### src/rtl/alu_sequencer.sv
// rtl/alu_sequencer.sv - four-state register-file sequencer driving an external combinational ALU
// Accept -> READ operands -> EXEC capture -> WB write-back; host writes land only while idle.
module alu_sequencer #(
  parameter int W   = 8,
  parameter int OPW = 3
) (
  input  logic           Clk,
  input  logic           Reset,
  input  logic [8:0]     Instr,
  input  logic           InstrValid,
  output logic           InstrReady,
  output logic [W-1:0]   AluA,
  output logic [W-1:0]   AluB,
  output logic [OPW-1:0] AluOp,
  input  logic [W-1:0]   AluOut,
  input  logic           HostWrEn,
  input  logic [2:0]     HostWrAddr,
  input  logic [W-1:0]   HostWrData,
  input  logic [2:0]     RegRdAddr,
  output logic [W-1:0]   RegRdData,
  output logic           Done,
  output logic [W-1:0]   Result,
  output logic           Zero
);

  typedef enum logic [1:0] {IDLE, READ, EXEC, WB} state_t;

  state_t         state_q, state_d;
  logic [OPW-1:0] op_q;
  logic [2:0]     rd_q, rs_q;
  logic [W-1:0]   regs_q [8];
  logic [W-1:0]   alu_a_q, alu_b_q;
  logic [OPW-1:0] alu_op_q;
  logic [W-1:0]   res_q;
  logic [W-1:0]   result_q;
  logic           zero_q;
  logic           accept;

  assign accept = InstrValid && (state_q == IDLE);

  always_comb begin
    state_d    = state_q;
    InstrReady = 1'b0;
    Done       = 1'b0;
    case (state_q)
      IDLE: begin
        InstrReady = 1'b1;
        if (InstrValid) state_d = READ;
      end
      READ: state_d = EXEC;
      EXEC: state_d = WB;
      WB: begin
        Done    = 1'b1;
        state_d = IDLE;
      end
      default: state_d = IDLE;
    endcase
  end

  always_ff @(posedge Clk or posedge Reset) begin
    if (Reset) state_q <= IDLE;
    else       state_q <= state_d;
  end

  // Host writes and write-back are mutually exclusive by state, so one array port suffices.
  always_ff @(posedge Clk or posedge Reset) begin
    if (Reset) begin
      for (int i = 0; i < 8; i++) regs_q[i] <= '0;
      op_q     <= '0;
      rd_q     <= '0;
      rs_q     <= '0;
      alu_a_q  <= '0;
      alu_b_q  <= '0;
      alu_op_q <= '0;
      res_q    <= '0;
      result_q <= '0;
      zero_q   <= 1'b0;
    end else begin
      if (accept) begin
        op_q <= OPW'(Instr[8:6]);
        rd_q <= Instr[5:3];
        rs_q <= Instr[2:0];
      end
      if ((state_q == IDLE) && HostWrEn) regs_q[HostWrAddr] <= HostWrData;
      if (state_q == READ) begin
        alu_a_q  <= regs_q[rd_q];
        alu_b_q  <= regs_q[rs_q];
        alu_op_q <= op_q;
      end
      if (state_q == EXEC) res_q <= AluOut;
      if (state_q == WB) begin
        regs_q[rd_q] <= res_q;
        result_q     <= res_q;
        zero_q       <= (res_q == '0);
      end
    end
  end

  assign AluA      = alu_a_q;
  assign AluB      = alu_b_q;
  assign AluOp     = alu_op_q;
  assign RegRdData = regs_q[RegRdAddr];
  assign Result    = result_q;
  assign Zero      = zero_q;

endmodule

### config.mk
export PLATFORM = sky130hd
export DESIGN_NAME = alu_sequencer
export DESIGN_NICKNAME = d
export VERILOG_FILES = /design/src/rtl/alu_sequencer.sv
export SDC_FILE = /design/constraint.sdc
export NUM_CORES = 1
export LEC_CHECK = 0
export ABC_AREA = 1
export BUFFER_PORTS_ARGS = -buffer_cell sky130_fd_sc_hd__buf_2
export CAP_MARGIN = 30
export CORE_MARGIN = 1.5
export CORE_UTILIZATION = 45
export DETAILED_ROUTE_END_ITERATION = 6
export PLACE_DENSITY = 0.66
export SLEW_MARGIN = 20
export SYNTH_ARGS = -nofsm -noshare
export SYNTH_HDL_FRONTEND = slang
export SYNTH_SLANG_ARGS = --single-unit
### constraint.sdc
create_clock -name Clk -period 3.01 [get_ports Clk]
set_input_delay 0.301 -clock Clk [delete_from_list [all_inputs] [get_ports Clk]]
set_output_delay 0.301 -clock Clk [all_outputs]
set_load 0.02 [all_outputs]
==> results.json, run 1 <==
{
  "clock-root-buffer": "clkbuf_16",
  "rows": 44,
  "tightest_slew_ps": 911,
  "routed_wl_mm": 22.2,
  "p_sw_frac": 0.498,
  "ys_ff_latch": 111,
  "clock-sinks": 111,
  "ios": 73,
  "diodes": 0,
  "grt_max_degree": 81,
  "p_switching_mw": 4.23,
  "nFillCells": 1485,
  "multi_input_area_um2": 3370,
  "areaGrowthSynthToFinish_pct": 10.7,
  "ctsResizeCount": 0,
  "port-buffer-count": 72,
  "firstDrtPassIters": 6,
  "yosys_warnings": 0,
  "power_density_nw_per_um2": 1120,
  "gp_congestion": 0.979,
  "endpoint_kind": "flop",
  "path_max_fanout": 15,
  "overflow": 0,
  "core_um2": 14700,
  "hold_viol_final": 0,
  "relSlewSlack": 0.392,
  "synth_area_um2": 6860,
  "final_common_cell": "nand2_1",
  "hpwl_mm": 16.1,
  "path_clk_slew_ps": 70,
  "hold_path_class": "in2async",
  "die-area_um2": 16000,
  "synth_seq_area_share": 0.405,
  "min_period_over_period": 0.742,
  "fin_area_um2": 7590,
  "setup-violations-final": 0,
  "fmax_mhz": 448,
  "syn_nets": 1077,
  "clkPwrFrac": 0.147,
  "first_global_vias": 6265,
  "p_comb_frac": 0.502,
  "crit_path_start": "state_q[0]$_DFFE_PP0P_",
  "critPathKind": "reg2reg",
  "fin_crit_ps": 2230,
  "initial_core_util": 0.467,
  "run_status": "complete, no violations",
  "cp.required_ps": 3250,
  "place_area_um2": 7290,
  "synth.top_cell.area_share": 0.405,
  "leakage_nw": 4.01,
  "drive_above_1_share": 0.122,
  "cts_setup_buffers": 0,
  "internal_power_mw": 4.27,
  "htreeDepth": 3,
  "power.share.sequential": 0.350,
  "syn_inst": 1037,
  "route.detailed.drc": 0,
  "ant_nets": 0,
  "maxSlewViolCount": 0,
  "routedWlPerCell_um": 17.5,
  "maxCapViolCount": 0,
  "rr_startpoint": "state_q[0]$_DFFE_PP0P_",
  "grt_pass1_wl_mm": 35.1,
  "clock_latency_ps": 370,
  "startpoint_type": "flop",
  "cts_hold_buf": 0,
  "final_cell_mix": "335 x nand2_1, 124 x nand3_1, 111 x dfrtp_1",
  "synth_top_cell_by_area": "dfrtp_1",
  "finalNetCount": 1117,
  "initialDrtViolationCount": 1041,
  "synth.area.top_cells": "dfrtp_1 40%, nand2_1 18%, nand3_1 9.0%",
  "clock_path_buffers": 2,
  "die_height_um": 126,
  "tritoncts": "done",
  "antenna_found_initial": 0,
  "avgSynthCellArea_um2": 6.61,
  "dr_total_vias": 6925,
  "fin_setup_tns_ps": 0,
  "rsz0062_at_grt": "false",
  "die_x_um": 126,
  "via_per_inst": 5.47,
  "cp.arrival_ps": 2470,
  "synthDistinctLibCells": 27,
  "numCtsBuffers": 9,
  "skew_ps": 7.86,
  "seqCellArea_um2": 2780,
  "groute.usage.overall": 0.286,
  "peakVddDrop_uv": 539
}
-- layer usage --
metal	track usage	vias to the layer above	part of all wire
met4	0.133	0	0.040
met2	0.410	392	0.42
met1	0.420	3114	0.44
met5	0	-	0
met3	0.0506	63	0.10
li1	-	3356	-
-- Yosys cell counts --
master / instances
nor2_8: 1
o21ai_0: 110
a31oi_1: 8
dfrtp_1: 111
inv_1: 103
buf_6: 3
nand3_1: 124
clkbuf_1: 28
mux2_2: 4
buf_2: 16
buf_1: 4
nor2_4: 2
a21oi_1: 55
ha_1: 5
nand4_1: 1
clkinv_1: 4
nand2_1: 335
clkinv_4: 1
nand2_4: 2
o21ai_1: 3
nor2_1: 90
nor3_1: 1
clkinv_2: 1
inv_2: 8
buf_4: 4
nor2_2: 4
nand2_2: 9
-- power by group through the flow --
stage | clock (mW) | combinational, mW | sequential [mW]
after global placement | 0 | 4.12 | 2.96
after CTS | 1.27 | 4.22 | 2.94
after floorplan | 0 | 2.98 | 2.80
after detailed placement | 0 | 4.20 | 2.97
final | 1.25 | 4.27 | 2.98
after global routing | 1.33 | 4.83 | 3.06
-- logic make-up (layout without fill, tap and decap cells) --
| kind of cell | after synthesis | in the layout | share of synthesized area |
|---|---|---|---|
| buffers and inverters | 172 | 216 | 0.103 |
| muxes | 4 | 4 | 0.00657 |
| adders and majority gates | 5 | 5 | 0.00912 |
| and+or+nand+nor | 569 | 569 | 0.346 |
| AOI/OAI and AO/OA | 176 | 176 | 0.130 |
| DFF | 111 | 111 | 0.405 |
-- sequential cells by signal, indices dropped and copies added, names as in the netlist --
signal	count
op_q	3
AluA	8
res_q	8
state_q	2
Zero	1
rs_q	3
AluB	8
AluOp	3
Result	8
regs_q	64
rd_q	3
-- area by class of cell --
type                    instances  area share
multi-input cells             754       0.444
clock buffers                  10      0.0315
repair buffers                 84      0.0610
inverters                     117      0.0591
clock inverters                 5     0.00840
well taps                     184      0.0303
flip-flops and latches        111       0.366
-- critical path: stages, from the launching register on --
cell     delay, ps
dfrtp_1        410
inv_1          120
ha_1           240
nand2_2        120
nor2_2         440
nand2_1        410
o21ai_0        270
o21ai_0        110
-- stage by stage --
| step | setup WS (ps) | utilization | total power, mW | hold slack, ps | std cells |
|---|---|---|---|---|---|
| 5_1_grt | 520 | 0.517 | 9.21 | 114 | 1265 |
| 4_1_cts | 828 | 0.517 | 8.43 | 69.3 | 1265 |
| 6_report | 776 | 0.517 | 8.50 | 48.2 | 1265 |
| 2_1_floorplan | 1270 | - | 5.78 | 422 | 1037 |
| 3_3_place_gp | 994 | 0.496 | 7.08 | 447 | 1250 |
| 3_5_place_dp | 843 | 0.496 | 7.17 | 449 | 1250 |
-- path summary, 6_finish.rpt --
check,to,slack (ps),cells past startpoint
max in group asynchronous,Result[7]$_DFFE_PP0N_,2120,3
hold reg to reg,AluOp[1]$_DFFE_PP0N_,470,2
min in group Clk,res_q[2]$_DFFE_PP0P_,140,3
setup reg to reg,regs_q[39]$_DFF_PP0_,780,7
hold / removal,regs_q[2]$_DFF_PP0_,50,2
setup / recovery,regs_q[39]$_DFF_PP0_,780,7
(Power assumes the default switching activity.)
==> run 2, diff against run 1 <==
--- a/config.mk
+++ b/config.mk
@@ -11,7 +11,6 @@
 export CORE_MARGIN = 1.5
 export CORE_UTILIZATION = 45
 export DETAILED_ROUTE_END_ITERATION = 6
-export PLACE_DENSITY = 0.66
 export SLEW_MARGIN = 20
 export SYNTH_ARGS = -nofsm -noshare
 export SYNTH_HDL_FRONTEND = slang
==> constraint.sdc (replaced) <==
create_clock -name Clk -period 2.2 [get_ports Clk]
set_input_delay 0.22 -clock Clk [delete_from_list [all_inputs] [get_ports Clk]]
set_output_delay 0.22 -clock Clk [all_outputs]
set_load 0.02 [all_outputs]
==> results.json, run 2 (same netlist as run 1, synthesis figures left out) <==
{
  "run_status": "complete, no violations",
  "clock-root-buffer": "clkbuf_16",
  "grt_pass1_wl_mm": 37.5,
  "via_per_inst": 5.58,
  "place_area_um2": 7380,
  "power_density_nw_per_um2": 1530,
  "final_cell_mix": "334 x nand2_1, 124 x nand3_1, 111 x dfrtp_1",
  "hold_viol_final": 0,
  "overflow": 0,
  "gp_congestion": 0.912,
  "ios": 73,
  "drive_above_1_share": 0.129,
  "maxSlewViolCount": 0,
  "diodes": 0,
  "clock-sinks": 111,
  "routedWlPerCell_um": 18.6,
  "routed_wl_mm": 23.8,
  "tritoncts": "done",
  "die_height_um": 126,
  "p_sw_frac": 0.501,
  "leakage_nw": 4.07,
  "path_max_fanout": 14,
  "fin_area_um2": 7690,
  "firstDrtPassIters": 6,
  "largest_register": "regs_q",
  "numCtsBuffers": 9,
  "setup-violations-final": 0,
  "endpoint_kind": "flop",
  "htreeDepth": 3,
  "fin_setup_tns_ps": 0,
  "p_switching_mw": 5.91,
  "route.detailed.drc": 0,
  "relSlewSlack": 0.408,
  "ant_nets": 0,
  "cp.required_ps": 2500,
  "nFillCells": 1544,
  "startpoint_type": "flop",
  "dr_total_vias": 7109,
  "fmax_mhz": 519,
  "die-area_um2": 16000,
  "clock_path_buffers": 2,
  "skew_ps": 9.57,
  "antenna_found_initial": 0,
  "clkPwrFrac": 0.146,
  "port-buffer-count": 72,
  "first_global_vias": 6479,
  "p_comb_frac": 0.510,
  "die_x_um": 126,
  "rows": 44,
  "fin_util": 0.523,
  "initialDrtViolationCount": 892,
  "peakVddDrop_uv": 785,
  "hold_path_class": "in2reg",
  "grt_max_degree": 70,
  "rsz0062_at_grt": "false",
  "power.share.sequential": 0.345,
  "cp.arrival_ps": 2220,
  "min_period_over_period": 0.875,
  "final_cells": 1275,
  "finalNetCount": 1127,
  "clock_latency_ps": 360,
  "fin_crit_ps": 1930,
  "areaGrowthSynthToFinish_pct": 12.1,
  "cts_setup_buffers": 0,
  "core_um2": 14700,
  "final_common_cell": "nand2_1",
  "critPathKind": "reg2reg",
  "internal_power_mw": 5.88,
  "place_inst": 1259,
  "hpwl_mm": 16.9,
  "groute.usage.overall": 0.310,
  "path_clk_slew_ps": 80,
  "maxCapViolCount": 0,
  "tightest_slew_ps": 882,
  "largest_reg_flops": 64,
  "initial_core_util": 0.467
}
==> run 2: cell types whose count changed in the layout (fill, tap and decap cells not counted), sizes merged <==
| cell | delta |
|---|---|
| buf | +9 |
| clkinvlp | -1 |
| dlygate4sd3 | +1 |
| inv | +1 |
==> run 2: metal layers <==
layer / GRT usage / up-vias / share of wire
li1: - / 3383 / -
met1: 0.445 / 3296 / 0.43
met3: 0.0498 / 73 / 0.091
met4: 0.147 / 0 / 0.048
met5: 0 / - / 0
met2: 0.458 / 357 / 0.43
==> run 2: path summary, 6_finish.rpt <==
path                                   startpoint                    end  slack [ps]  cells after the start
min in group asynchronous                   Reset  Result[7]$_DFFE_PP0N_         400                      3
setup reg to reg           state_q[0]$_DFFE_PP0P_   regs_q[30]$_DFF_PP0_         270                     10
hold / removal                          AluOut[5]   res_q[5]$_DFFE_PP0P_          60                      3
max in group asynchronous                   Reset    AluB[3]$_DFFE_PP0N_        1090                      4
setup / recovery           state_q[0]$_DFFE_PP0P_   regs_q[30]$_DFF_PP0_         270                     10
hold reg to reg              AluOp[2]$_DFFE_PP0N_   AluOp[2]$_DFFE_PP0N_         470                      2
==> run 2: worst max-delay path, stage by stage, from the launching register on <==
cell and delay [ps]:
dfrtp_1 400, inv_1 120, ha_1 240, nand2_2 110
nor2_4 200, nand2_1 330, inv_1 210, nand2_1 70
nand2_1 60, nor2_1 40, nor2_1 80
==> run 2: layout make-up <==
type / instances / area (µm²) / area share
clock buffer: 10 / 229 / 0.0298
multi-input combinational: 754 / 3370 / 0.439
inverter: 117 / 449 / 0.0584
sequential: 111 / 2780 / 0.361
clock inverter: 5 / 63.8 / 0.00830
tap: 184 / 230 / 0.0299
timing repair buffer: 94 / 566 / 0.0735
==> run 2: metrics by stage <==
step | power, mW | setup WS (ps) | hold WS (ps)
finish | 11.8 | 275 | 58.1
floorplan | 7.91 | 462 | 341
global route | 12.7 | 31.6 | 81.4
global placement | 9.93 | 293 | 245
detailed placement | 9.99 | 270 | 244
CTS | 11.7 | 253 | 51.8
==> run 2: what timing repair did <==
item	4_1_cts	5_1_grt
hold endpoints to repair	16	0
hold buffers	1	0
gates resized for setup	0	1
setup endpoints to repair	0	2
==> run 2: power by group through the flow <==
stage,combinational (mW),clock (mW),sequential [mW]
after detailed placement,5.93,0,4.06
final,6.01,1.72,4.06
after global placement,5.87,0,4.06
after global routing,6.76,1.81,4.17
after floorplan,4.08,0,3.83
after CTS,5.96,1.75,4.02
==> run 3, diff against run 2 <==
--- a/config.mk
+++ b/config.mk
@@ -9,7 +9,7 @@
 export BUFFER_PORTS_ARGS = -buffer_cell sky130_fd_sc_hd__buf_2
 export CAP_MARGIN = 30
 export CORE_MARGIN = 1.5
-export CORE_UTILIZATION = 45
+export CORE_UTILIZATION = 40
 export DETAILED_ROUTE_END_ITERATION = 6
 export SLEW_MARGIN = 20
 export SYNTH_ARGS = -nofsm -noshare
==> results.json, run 3 (same netlist as run 1, synthesis figures left out) <==
{
  "route.detailed.drc": 0,
  "hpwl_mm": 16.6,
  "rr_startpoint": "state_q[0]$_DFFE_PP0P_",
  "fin_crit_ps": 2010,
  "clkPwrFrac": 0.143,
  "htreeDepth": 3,
  "rows": 47,
  "power.share.sequential": 0.351,
  "first_global_vias": 6104,
  "ios": 73,
  "finalNetCount": 1123,
  "grt_pass1_wl_mm": 36.0,
  "routedWlPerCell_um": 17.4,
  "p_comb_frac": 0.506,
  "clock-sinks": 111,
  "antenna_found_initial": 0,
  "run_status": "finished, violations left",
  "fin_area_um2": 7670,
  "groute.usage.overall": 0.266,
  "critPathKind": "reg2reg",
  "path_max_fanout": 14,
  "ctsResizeCount": 0,
  "hold_viol_final": 4,
  "grt_max_degree": 112,
  "final_common_cell": "nand2_1",
  "drive_above_1_share": 0.129,
  "fin_util": 0.461,
  "cp.required_ps": 2510,
  "cts_hold_buf": 0,
  "dr_total_vias": 6900,
  "gp_congestion": 0.906,
  "largest_reg_flops": 64,
  "min_period_over_period": 0.914,
  "fmax_mhz": 497,
  "clock-root-buffer": "clkbuf_16",
  "violations": "negative hold slack",
  "initialDrtViolationCount": 946,
  "internal_power_mw": 5.73,
  "initial_core_util": 0.412,
  "r2r_setup_slack_ps": 190,
  "clock_path_buffers": 2,
  "tritoncts": "done",
  "p_switching_mw": 5.85,
  "power_density_nw_per_um2": 1510,
  "numCtsBuffers": 9,
  "rsz0062_at_grt": "true",
  "path_clk_slew_ps": 80,
  "diodes": 0,
  "clock_latency_ps": 370,
  "maxSlewViolCount": 0,
  "startpoint_type": "flop",
  "setup-violations-final": 0,
  "crit_path_start": "state_q[0]$_DFFE_PP0P_",
  "relSlewSlack": 0.574,
  "p_sw_frac": 0.505,
  "final_cell_mix": "334 x nand2_1, 124 x nand3_1, 111 x dfrtp_1",
  "ant_nets": 0,
  "place_area_um2": 7380,
  "hold_path_class": "in2async",
  "peakVddDrop_uv": 682,
  "skew_ps": 9.20,
  "areaGrowthSynthToFinish_pct": 11.8,
  "core_um2": 16600,
  "overflow": 0,
  "firstDrtPassIters": 7,
  "die_x_um": 134,
  "maxCapViolCount": 0,
  "port-buffer-count": 72,
  "cp.arrival_ps": 2320,
  "timing.hold.ws_ps": -8.21,
  "die-area_um2": 17900,
  "leakage_nw": 4.04,
  "routed_wl_mm": 22.7,
  "cts_setup_buffers": 0,
  "via_per_inst": 5.28,
  "tightest_slew_ps": 640,
  "endpoint_kind": "flop",
  "die_height_um": 134,
  "largest_register": "regs_q"
}
run 3: cell types whose count changed in the layout (fill, tap and decap cells not counted):
cell,previous run,this run
clkinvlp_4,1,2
buf_4,18,17
buf_12,3,1
inv_8,1,2
clkinv_4,1,2
bufinv_16,1,0
clkbuf_1,1,0
dlygate4sd3_1,1,0
run 3: metal layers:
metal,wire length [µm],track usage
met5,0,0
met4,745,0.110
met3,1930,0.0385
met2,9650,0.383
met1,10400,0.397
run 3: final timing paths:
kind                                         to  cells after the start
min in group Clk           res_q[3]$_DFFE_PP0P_                      3
max in group asynchronous   AluB[0]$_DFFE_PP0N_                      3
max reg2reg                regs_q[55]$_DFF_PP0_                      8
min reg2reg                AluOp[1]$_DFFE_PP0N_                      2
min                        regs_q[16]$_DFF_PP0_                      3
max                        regs_q[55]$_DFF_PP0_                      8
run 3: worst max-delay path, stage by stage, from the launching register on:
cell	delay, ps
dfrtp_1	410
inv_1	120
ha_1	240
nand2_2	110
nor2_2	310
nand2_1	350
o21ai_0	260
nand2_1	80
nand2_1	60
run 3: final cells by class:
class	count	area, µm²
flip-flops and latches	111	2780
multi-input cells	754	3370
inverters	117	449
well taps	220	275
clock inverters	7	61.3
repair buffers	90	508
clock buffers	9	225
fillers	1728	8970
run 3: through the flow:
stage	setup WS (ps)	std cells	setup TNS [ps]	hold slack (ps)	total power, mW
final	190	1308	0	-8.21	11.6
after global routing	-41.2	1308	-177	85.6	12.6
after CTS	224	1308	0	50.7	11.5
after detailed placement	244	1292	0	432	9.86
after global placement	308	1292	0	428	9.79
after floorplan	462	1037	0	341	7.91
run 3: power by group through the flow:
stage / registers [mW] / clock network [mW] / logic [mW]
CTS: 4.03 / 1.69 / 5.81
detailed placement: 4.06 / 0 / 5.80
global placement: 4.06 / 0 / 5.73
floorplan: 3.83 / 0 / 4.08
finish: 4.06 / 1.66 / 5.86
global route: 4.17 / 1.77 / 6.63
